[config.mk]
export PLATFORM = sky130hd
export DESIGN_NAME = wta_lif_array
export DESIGN_NICKNAME = d
export VERILOG_FILES = /design/src/rtl/wta_lif_array.sv
export SDC_FILE = /design/constraint.sdc
export NUM_CORES = 1
export LEC_CHECK = 0
export BUFFER_PORTS_ARGS = -buffer_cell sky130_fd_sc_hd__buf_2
export CORE_ASPECT_RATIO = 0.9
export CORE_UTILIZATION = 58
export CTS_CLUSTER_SIZE = 12
export DETAILED_ROUTE_END_ITERATION = 10
export HOLD_SLACK_MARGIN = 0.03
export PLACE_DENSITY = 0.83
export RECOVER_POWER = 50
export SYNTH_ARGS = -nofsm -noshare
export SYNTH_HDL_FRONTEND = slang
export SYNTH_SLANG_ARGS = --single-unit
[constraint.sdc]
create_clock -name clk -period 13 [get_ports clk]
set_input_delay 1.3 -clock clk [delete_from_list [all_inputs] [get_ports clk]]
set_output_delay 1.3 -clock clk [all_outputs]
set_load 0.005 [all_outputs]
[src/rtl/wta_lif_array.sv]
// wta_lif_array: winner-take-all array of leaky integrate-and-fire neurons with lateral inhibition and refractory periods
module wta_lif_array #(
  parameter int N_NEURONS = 4,
  parameter int W = 8,
  parameter int LEAK_SHIFT = 1,
  parameter int REFRACT = 2,
  localparam int IW = $clog2(N_NEURONS),
  localparam int RW = REFRACT > 0 ? $clog2(REFRACT + 1) : 1
) (
  input  logic                   clk,
  input  logic                   rst_n,
  input  logic                   in_valid,
  input  logic [N_NEURONS*W-1:0] current,
  input  logic [W-1:0]           threshold,
  input  logic [W-1:0]           inhibit,
  input  logic [IW-1:0]          probe_sel,
  output logic [N_NEURONS-1:0]   spike,
  output logic [IW-1:0]          winner,
  output logic                   winner_valid,
  output logic [W-1:0]           probe_state
);
  logic [N_NEURONS-1:0][W-1:0]  state;
  logic [N_NEURONS-1:0][RW-1:0] refr;
  logic [N_NEURONS-1:0][W+1:0]  raw;
  logic [N_NEURONS-1:0][W-1:0]  nxt;
  logic [N_NEURONS-1:0][W-1:0]  dec;
  logic [N_NEURONS-1:0]         cand;
  logic                         found;
  logic [IW-1:0]                best;
  logic [W-1:0]                 best_v;
  always_comb begin
    found = 1'b0;
    best = '0;
    best_v = '0;
    for (int i = 0; i < N_NEURONS; i++) begin
      raw[i] = (W+2)'(state[i]) - (W+2)'(state[i] >> LEAK_SHIFT) + (W+2)'(current[i*W +: W]);
      nxt[i] = |raw[i][W+1:W] ? '1 : raw[i][W-1:0];
      dec[i] = nxt[i] > inhibit ? nxt[i] - inhibit : '0;
      cand[i] = refr[i] == '0 && nxt[i] >= threshold;
      if (cand[i] && (!found || nxt[i] > best_v)) begin
        found = 1'b1;
        best = IW'(i);
        best_v = nxt[i];
      end
    end
  end
  always_ff @(posedge clk or negedge rst_n) begin
    if (!rst_n) begin
      state <= '0;
      refr <= '0;
      spike <= '0;
      winner <= '0;
      winner_valid <= 1'b0;
    end else begin
      spike <= '0;
      winner_valid <= 1'b0;
      if (in_valid) begin
        for (int i = 0; i < N_NEURONS; i++) begin
          if (refr[i] != '0) begin
            state[i] <= '0;
            refr[i] <= refr[i] - 1'b1;
          end else if (found && best == IW'(i)) begin
            state[i] <= '0;
            refr[i] <= RW'(REFRACT);
          end else begin
            state[i] <= found ? dec[i] : nxt[i];
          end
        end
        if (found) begin
          spike <= {{(N_NEURONS-1){1'b0}}, 1'b1} << best;
          winner <= best;
          winner_valid <= 1'b1;
        end
      end
    end
  end
  assign probe_state = int'(probe_sel) < N_NEURONS ? state[probe_sel] : '0;
endmodule

==> results.yml, run 1 <==
status:
  run_status: "finished, violations left"
  failed_checks: "design-rule violations, max-capacitance violations, max-slew violations"
setup_path:
  crit_path_launch_type: "register"
  cp_max_fo: 10
  critPathCaptureType: "register"
  timing.critical_path.mode_cell: "o21ai_0"
  critPathKind: "reg -> reg"
  cp_slowest_cell: "nor3_1"
  worst_ep_arrival_time_ns: 10.54
  timing.critical_path.required_ns: 13.18
  critPathMaxStageDelay_ns: 0.57
final_layout:
  antenna_cells_inserted: 0
  syn2layout_area_growth_pct: 8.10
  design.final.nets: 1230
  nFillCells: 1162
  final_layout_size_suffix_gt1_frac: 0.105
clocking:
  worstSkewPairLatency_ns: 0.29
  clock_path_buffers: 2
  clk_transition_reported_paths_ns: 0.07
  root_buffer: "clkbuf_16"
  cts_setup_buffers: 0
  clkSinkCount: 47
  post_cts_resize_count: 0
  cts_tree: "built"
  cts_hold_buf: 0
  cts_max_level: 2
  numCtsBuffers: 5
sta:
  count_of_final_setup_violators: 0
  final_count_of_pins_violating_max_slew: 48
  worstMarginPinSlew_ns: 2.56
  setup-tns-final_ns: 0
  min_period_over_period: 0.797
  rsz0062_at_grt: "false"
  finalWorstPathRequiredPeriod_ns: 10.37
  slew_headroom: -0.707
  timing_hold_violations_final: 0
  clock.fmax_mhz: 96.5
  clk_skew_ns: 0.00761
floorplanning:
  vertical_die_dimension_um: 113
  initial_utilization: 0.593
  fp-row-count: 40
  design.portCount: 68
  core_area_sq_um: 13300
  fp.dieArea_sq_um: 14100
  floorplan.die.width_um: 125
global_routing:
  wire_length_of_the_first_global_routing_pass_um: 35600
  grt_max_degree: 48
  gr-usage-all-layers: 0.320
  first_global_vias: 7105
  grt_antenna_before_repair: 0
  global_route.overflow_total: 0
yosys:
  synth_area_per_cell_sq_um: 8.37
  synth_sequential_area_ratio: 0.149
  synthDistinctLibCells: 72
  synth-edff-count: 0
  yosys.cell_count.top_type: "ha_1"
  synthCells: 943
  synth-async-reset-ratio: 1.00
  post-synth-top-area-fraction: 0.255
  synth_commonest_cells: "161 x ha_1, 90 x inv_1, 67 x nor2_1, 65 x a21oi_1, 61 x o21ai_0"
  synthesis.area_sq_um: 7890
  synth_nets: 1169
  synth_top_cells_by_area: "ha_1 26%, dfrtp_1 15%, inv_1 4.3%"
  yosys_most_used_dff: "dfrtp_1"
  count_of_yosys_warnings_during_synthesis: 0
  yosys_register_bits: 47
  synth_area_leader_cell: "ha_1"
routing:
  firstDrtPassIters: 8
  drc_errors: 8
  drtIter0Drc: 598
  detailroute.via_count: 7505
  total_wirelength_of_the_detailed_routed_design_um: 22300
  antenna_left: 0
  drt-vias-per-instance: 6.40
  wire_per_inst_um: 19.0
placement:
  place.gp.congestion: 0.980
  dp_hpwl_um: 18000
  place.port_buffers: 67
worst_hold_path:
  min-delay-path-class: "reg -> reg"
run:
  maxCapViolCount: 1
## through the flow
step,worst slack (ns),hold slack [ns],utilization,cells,area (sq um)
floorplan,3.76,0.458,-,943,7890
global placement,3.17,0.471,0.630,1165,8380
detailed placement,3.02,0.475,0.630,1165,8380
CTS,2.87,0.491,0.641,1173,8530
global route,2.10,0.514,0.641,1173,8530
finish,2.63,0.495,0.641,1173,8530
## routing by layer
layer | vias to the layer above | global-route usage | share of wire
met4 | 0 | 0.145 | 0.041
met5 | - | 0 | 0
met2 | 344 | 0.508 | 0.43
met1 | 3483 | 0.433 | 0.44
li1 | 3610 | - | -
met3 | 68 | 0.0443 | 0.091
## layout by cell type, fill, tap and decap left out, types with 5 or more instances in the layout
master,count
a31oi_1,7
buf_2,62
nand4_1,14
o21ai_0,61
mux4_2,8
a21oi_1,65
clkbuf_1,5
a221o_1,9
xor2_1,27
dfrtp_1,47
xnor2_1,29
nor2b_1,17
o21a_1,21
nor2_1,67
clkbuf_16,5
fa_1,12
and3_1,11
a211oi_1,16
ha_1,161
o22ai_1,22
a21o_1,32
a22oi_1,5
nor3_1,13
o211ai_1,13
o21bai_1,14
nand3_1,18
or3_1,12
nand2_1,44
inv_1,90
or2_2,8
a22o_1,7
nand2b_1,16
## path summary, 6_finish.rpt
check,from,to,slack [ns],cells after the start
setup reg to reg,state[2]$_DFFE_PN0P_,refr[0]$_DFFE_PN0P_,2.63,44
min in group asynchronous,rst_n,spike[1]$_DFF_PN0_,1.81,1
max in group asynchronous,rst_n,spike[0]$_DFF_PN0_,9.75,1
hold reg to reg,refr[6]$_DFFE_PN0P_,refr[6]$_DFFE_PN0P_,0.50,1
hold / removal,refr[6]$_DFFE_PN0P_,refr[6]$_DFFE_PN0P_,0.50,1
setup / recovery,state[2]$_DFFE_PN0P_,refr[0]$_DFFE_PN0P_,2.63,44
## worst max-delay path, delay by kind of cell, from the launching register on
family	cells	cell delay, ns
XOR/XNOR	1	0.15
AND/OR/NAND/NOR	14	2.72
buffers and inverters	2	0.33
AO/OA/AOI/OAI	19	3.99
adder cells (fa/ha/maj)	6	1.93
flip-flops	1	0.41
multiplexers	2	0.73
## flip-flops by register name, indices dropped and copies added (netlist names)
signal        flops
refr              8
winner_valid      1
state            32
spike             4
winner            2
## cell type report
cell class | instances | area, sq um | share of cell area
multi-input combinational | 791 | 6310 | 0.740
sequential | 47 | 1180 | 0.138
timing repair buffer | 69 | 344 | 0.0403
inverter | 90 | 338 | 0.0396
tap | 168 | 210 | 0.0246
clock buffer | 5 | 125 | 0.0147
clock inverter | 3 | 27.5 | 0.00323
## logic make-up (layout without fill, tap and decap cells)
logic type,Yosys count,count (layout),synth area share
multiplexers,16,16,0.0343
AND/OR/NAND/NOR,239,239,0.157
AO/OA/AOI/OAI,307,307,0.260
adder cells (fa/ha/maj),173,173,0.286
buffers and inverters,105,167,0.0514
XOR/XNOR,56,56,0.0622
flip-flops,47,47,0.149
Power of run 1 is left out: the tool's default activity adds up to more than one toggle a clock period on the data nets, which glitch-free logic cannot reach.
==> inputs of run 2 (changes only) <==
Clock period 13 ns to 10.21 ns, I/O delays scaled along.
==> run 2 against run 1 <==
Net effect:
- sequential share of layout area decreased by 0.092 points
- the flow still finishes with violations (design-rule violations, max-capacitance violations, max-slew violations)
- clock-buffer cell count increased by 1
- wire length increased by 1.1%
- global-route usage up 0.52 points
- worst setup slack worse by 2.1 ns
- critical path depth unchanged
==> results.yml, run 2 (synthesis gave the netlist of run 1 again) <==
status:
  run_status: "finished, violations left"
  failed_checks: "design-rule violations, max-capacitance violations, max-slew violations"
final_layout:
  final_common_cell: "ha_1"
  reg.largest.list: "state (32), refr (8), spike (4)"
  post_layout_nonfiller_instances: 1178
  final_layout_size_suffix_gt1_frac: 0.115
  flip_flop_count_of_the_largest_register_all_copies_and_words_added: 32
  finish.instance_area_sq_um: 8590
  final_cell_mix: "161 x ha_1, 90 x inv_1, 67 x nor2_1, 65 x a21oi_1, 63 x buf_2"
  antenna_cells_inserted: 0
  design.final.nets: 1235
  syn2layout_area_growth_pct: 8.83
  largest-register: "state"
routing:
  drtIter0Drc: 652
  drc_errors: 8
  met1_length_um: 9970
  drt-vias-per-instance: 6.38
  wire_per_inst_um: 19.2
  detailroute.via_count: 7514
  total_wirelength_of_the_detailed_routed_design_um: 22600
  antenna_left: 0
  routed-wl-met3_um: 2240
  met2WireLength_um: 9860
  highest_layer: "met4"
  firstDrtPassIters: 8
setup_path:
  critPathMaxStageDelay_ns: 0.41
  timing.critical_path.mode_cell: "ha_1"
  cp_slowest_cell: "dfrtp_1"
  critPathKind: "reg -> reg"
  crit_path_launch_type: "register"
  cp_max_fo: 10
  worst_ep_arrival_time_ns: 9.87
  timing.critical_path.required_ns: 10.39
  critPathCaptureType: "register"
clocking:
  clk_transition_reported_paths_ns: 0.07
  cts_setup_buffers: 0
  root_buffer: "clkbuf_16"
  post_cts_resize_count: 0
  cts_max_level: 2
  worstSkewPairLatency_ns: 0.29
  clock_path_buffers: 2
  numCtsBuffers: 5
  clkSinkCount: 47
  cts_tree: "built"
  cts_hold_buf: 0
global_routing:
  gr-usage-all-layers: 0.325
  global_route.overflow_total: 0
  grt_max_degree: 48
  first_global_vias: 6985
  grt_antenna_before_repair: 0
  wire_length_of_the_first_global_routing_pass_um: 36000
worst_hold_path:
  min-delay-path-class: "reg -> reg"
sta:
  clock.fmax_mhz: 103
  timing_hold_violations_final: 0
  min_period_over_period: 0.949
  worstMarginPinSlew_ns: 2.60
  slew_headroom: -0.731
  final_count_of_pins_violating_max_slew: 48
  count_of_final_setup_violators: 0
  clk_skew_ns: 0.00905
  setup-tns-final_ns: 0
  finalWorstPathRequiredPeriod_ns: 9.69
placement:
  dp_hpwl_um: 18200
  post-place-cells: 1170
  place.port_buffers: 67
  postPlaceCellArea_sq_um: 8420
  place.gp.congestion: 0.965
floorplanning:
  core_area_sq_um: 13300
  initial_utilization: 0.593
  floorplan.die.width_um: 125
  fp.dieArea_sq_um: 14100
  fp-row-count: 40
  design.portCount: 68
  vertical_die_dimension_um: 113
run:
  maxCapViolCount: 1
## run 2: metal layers
| metal | up-vias | GRT usage |
|---|---|---|
| met5 | - | 0 |
| met4 | 0 | 0.0764 |
| met3 | 46 | 0.0410 |
| met2 | 333 | 0.531 |
| met1 | 3506 | 0.457 |
| li1 | 3629 | - |
## run 2: worst paths after layout
kind                                            start                    end  slack, ns  cells after the start
worst max-delay path             state[1]$_DFFE_PN0P_  state[17]$_DFFE_PN0P_       0.52                     44
worst min-delay path            winner[1]$_DFFE_PN0P_  winner[1]$_DFFE_PN0P_       0.50                      2
worst max register to register   state[1]$_DFFE_PN0P_  state[17]$_DFFE_PN0P_       0.52                     44
worst min register to register  winner[1]$_DFFE_PN0P_  winner[1]$_DFFE_PN0P_       0.50                      2
max in group asynchronous                       rst_n  state[31]$_DFFE_PN0P_       7.20                      1
min in group asynchronous                       rst_n    refr[2]$_DFFE_PN0P_       1.54                      1
## run 2: cell type report
| type | count | area [sq um] |
|---|---|---|
| Timing Repair Buffer | 74 | 383 |
| Sequential cell | 47 | 1180 |
| Tap cell | 168 | 210 |
| Clock buffer | 6 | 139 |
| Fill cell | 1155 | 4730 |
| Inverter | 90 | 338 |
| Clock inverter | 2 | 16.3 |
| Multi-Input combinational cell | 791 | 6320 |
## run 2: metrics by stage
| step | hold WS (ns) | utilization | setup WS [ns] |
|---|---|---|---|
| 2_1_floorplan | 0.458 | - | 0.974 |
| 3_3_place_gp | 0.471 | 0.632 | 0.700 |
| 3_5_place_dp | 0.483 | 0.632 | 0.419 |
| 4_1_cts | 0.498 | 0.644 | 0.407 |
| 5_1_grt | 0.511 | 0.645 | -0.00703 |
| 6_report | 0.499 | 0.645 | 0.522 |
## run 2: critical path, delay by kind of cell, from the launching register on
| family | cells | cell delay, ns |
|---|---|---|
| AND/OR/NAND/NOR | 12 | 1.76 |
| adder cells (fa/ha/maj) | 7 | 2.16 |
| AO/OA/AOI/OAI | 21 | 4.46 |
| buffers and inverters | 2 | 0.29 |
| flip-flops | 1 | 0.41 |
| multiplexers | 1 | 0.36 |
| XOR/XNOR | 1 | 0.15 |
Power of run 2 is left out for the same reason.
==> inputs of run 3 (changes only) <==
--- a/config.mk
+++ b/config.mk
@@ -8,3 +8,5 @@
 export BUFFER_PORTS_ARGS = -buffer_cell sky130_fd_sc_hd__buf_2
+export CAP_MARGIN = 10
 export CORE_ASPECT_RATIO = 0.9
+export CORE_MARGIN = 3
 export CORE_UTILIZATION = 58
==> constraint.sdc (replaced) <==
create_clock -name clk -period 10.21 [get_ports clk]
set_input_delay 2.042 -clock clk [delete_from_list [all_inputs] [get_ports clk]]
set_output_delay 2.042 -clock clk [all_outputs]
set_load 0.005 [all_outputs]
==> run 3 against run 2 <==
Net effect:
- maximum frequency down 2.8%
- worst setup slack worse by 0.28 ns
- non-clock buffer count up 14
- the flow finishes with violations (max-capacitance violations, max-slew violations)
- highest routed layer is now met5
- register-to-register slack about the same
- clock skew down 0.0027 ns
- core utilization up 2.8 points
- first-iteration DRC count up 8.0%
- via count up 1.6%
- largest cell class unchanged
- sequential share of layout area down 0.23 points
==> results.yml, run 3 (synthesis gave the netlist of run 1 again) <==
setup_path:
  crit_path_launch_type: "input pin"
  cp_max_fo: 7
  worst_ep_arrival_time_ns: 10.14
  timing.critical_path.required_ns: 10.39
  timing.critical_path.mode_cell: "ha_1"
  cp_slowest_cell: "a2111o_1"
  critPathMaxStageDelay_ns: 0.44
  critPathCaptureType: "register"
  critPathKind: "in -> reg"
sta:
  count_of_final_setup_violators: 0
  worstMarginPinSlew_ns: 2.53
  finalWorstPathRequiredPeriod_ns: 9.97
  clk_skew_ns: 0.00634
  timing_hold_violations_final: 0
  min_period_over_period: 0.976
  slew_headroom: -0.684
  final_count_of_pins_violating_max_slew: 48
  clock.fmax_mhz: 100
placement:
  place.gp.congestion: 1.07
  dp_hpwl_um: 18900
  postPlaceCellArea_sq_um: 8500
  place.port_buffers: 67
  post-place-cells: 1178
floorplanning:
  design.portCount: 68
  floorplan.die.width_um: 129
  fp-row-count: 39
  vertical_die_dimension_um: 117
  fp.dieArea_sq_um: 15000
  initial_utilization: 0.608
  core_area_sq_um: 13000
clocking:
  clock_path_buffers: 2
  cts_max_level: 2
  clk_transition_reported_paths_ns: 0.07
  worstSkewPairLatency_ns: 0.29
  cts_hold_buf: 0
  numCtsBuffers: 5
  clkSinkCount: 47
  root_buffer: "clkbuf_16"
  cts_tree: "built"
routing:
  met2WireLength_um: 10400
  wire_per_inst_um: 19.7
  drc_errors: 0
  detailroute.via_count: 7634
  total_wirelength_of_the_detailed_routed_design_um: 23500
  highest_layer: "met5"
  drtIter0Drc: 704
  met1_length_um: 9710
  antenna_left: 0
  firstDrtPassIters: 6
  routed-wl-met3_um: 2510
  drt-vias-per-instance: 6.40
final_layout:
  nFillCells: 1107
  syn2layout_area_growth_pct: 10.7
  post_layout_nonfiller_instances: 1192
  flip_flop_count_of_the_largest_register_all_copies_and_words_added: 32
  final_common_cell: "ha_1"
  multi_input_area_sq_um: 6350
  design.final.nets: 1250
  final_layout_size_suffix_gt1_frac: 0.130
  sequential_cell_area_sq_um: 1180
  largest-register: "state"
  finish.instance_area_sq_um: 8730
  reg.largest.list: "state (32), refr (8), spike (4)"
  final_cell_mix: "161 x ha_1, 90 x inv_1, 65 x a21oi_1, 64 x nor2_1, 60 x buf_2"
status:
  failed_checks: "max-capacitance violations, max-slew violations"
  run_status: "finished, violations left"
run:
  maxCapViolCount: 1
global_routing:
  wire_length_of_the_first_global_routing_pass_um: 36500
  global_route.overflow_total: 0
  grt_max_degree: 48
  gr-usage-all-layers: 0.309
  grt_antenna_before_repair: 4
  first_global_vias: 7163
worst_hold_path:
  min-delay-path-class: "reg -> reg"
-- run 3: what timing repair did --
action / CTS / global route
gates cloned: 0 / 1
setup buffers: 0 / 2
gates resized for setup: 1 / 11
endpoints found under the setup margin: 1 / 46
pin swaps: 0 / 4
-- run 3: path summary, 6_finish.rpt --
check,to,cells past startpoint,slack (ns),start
worst max-delay path,state[17]$_DFFE_PN0P_,38,0.24,current[0]
worst min-delay path,refr[6]$_DFFE_PN0P_,1,0.51,refr[6]$_DFFE_PN0P_
worst max register to register,state[17]$_DFFE_PN0P_,44,0.51,state[2]$_DFFE_PN0P_
worst min register to register,refr[6]$_DFFE_PN0P_,1,0.51,refr[6]$_DFFE_PN0P_
max in group asynchronous,state[27]$_DFFE_PN0P_,1,6.24,rst_n
min in group asynchronous,state[13]$_DFFE_PN0P_,1,2.53,rst_n
-- run 3: layout make-up --
class	count	share of cell area
diodes	3	0.000860
clock buffers	5	0.0143
clock inverters	3	0.00530
inverters	90	0.0387
multi-input cells	792	0.727
flip-flops and latches	47	0.135
well taps	164	0.0235
repair buffers	88	0.0555
-- run 3: worst max-delay path, delay by kind of cell --
kind | cells | cell delay, ns
AOI/OAI and AO/OA | 16 | 3.51
adders and majority gates | 6 | 1.76
buffers and inverters | 1 | 0.10
muxes | 1 | 0.34
and+or+nand+nor | 14 | 2.40
-- run 3: stage by stage --
step	utilization	setup TNS [ns]	setup WS (ns)	hold slack, ns
finish	0.673	0	0.245	0.510
global route	0.672	-0.271	-0.0567	0.530
CTS	0.668	0	0.0923	0.513
detailed placement	0.655	-3.37	-0.247	0.493
global placement	0.655	0	0.0474	0.476
floorplan	-	0	0.239	0.458
-- run 3: metal layers --
metal	up-vias	GRT usage
li1	3660	-
met4	4	0.100
met3	70	0.0736
met2	353	0.506
met5	-	0
met1	3547	0.405
Power of run 3 is left out for the same reason.
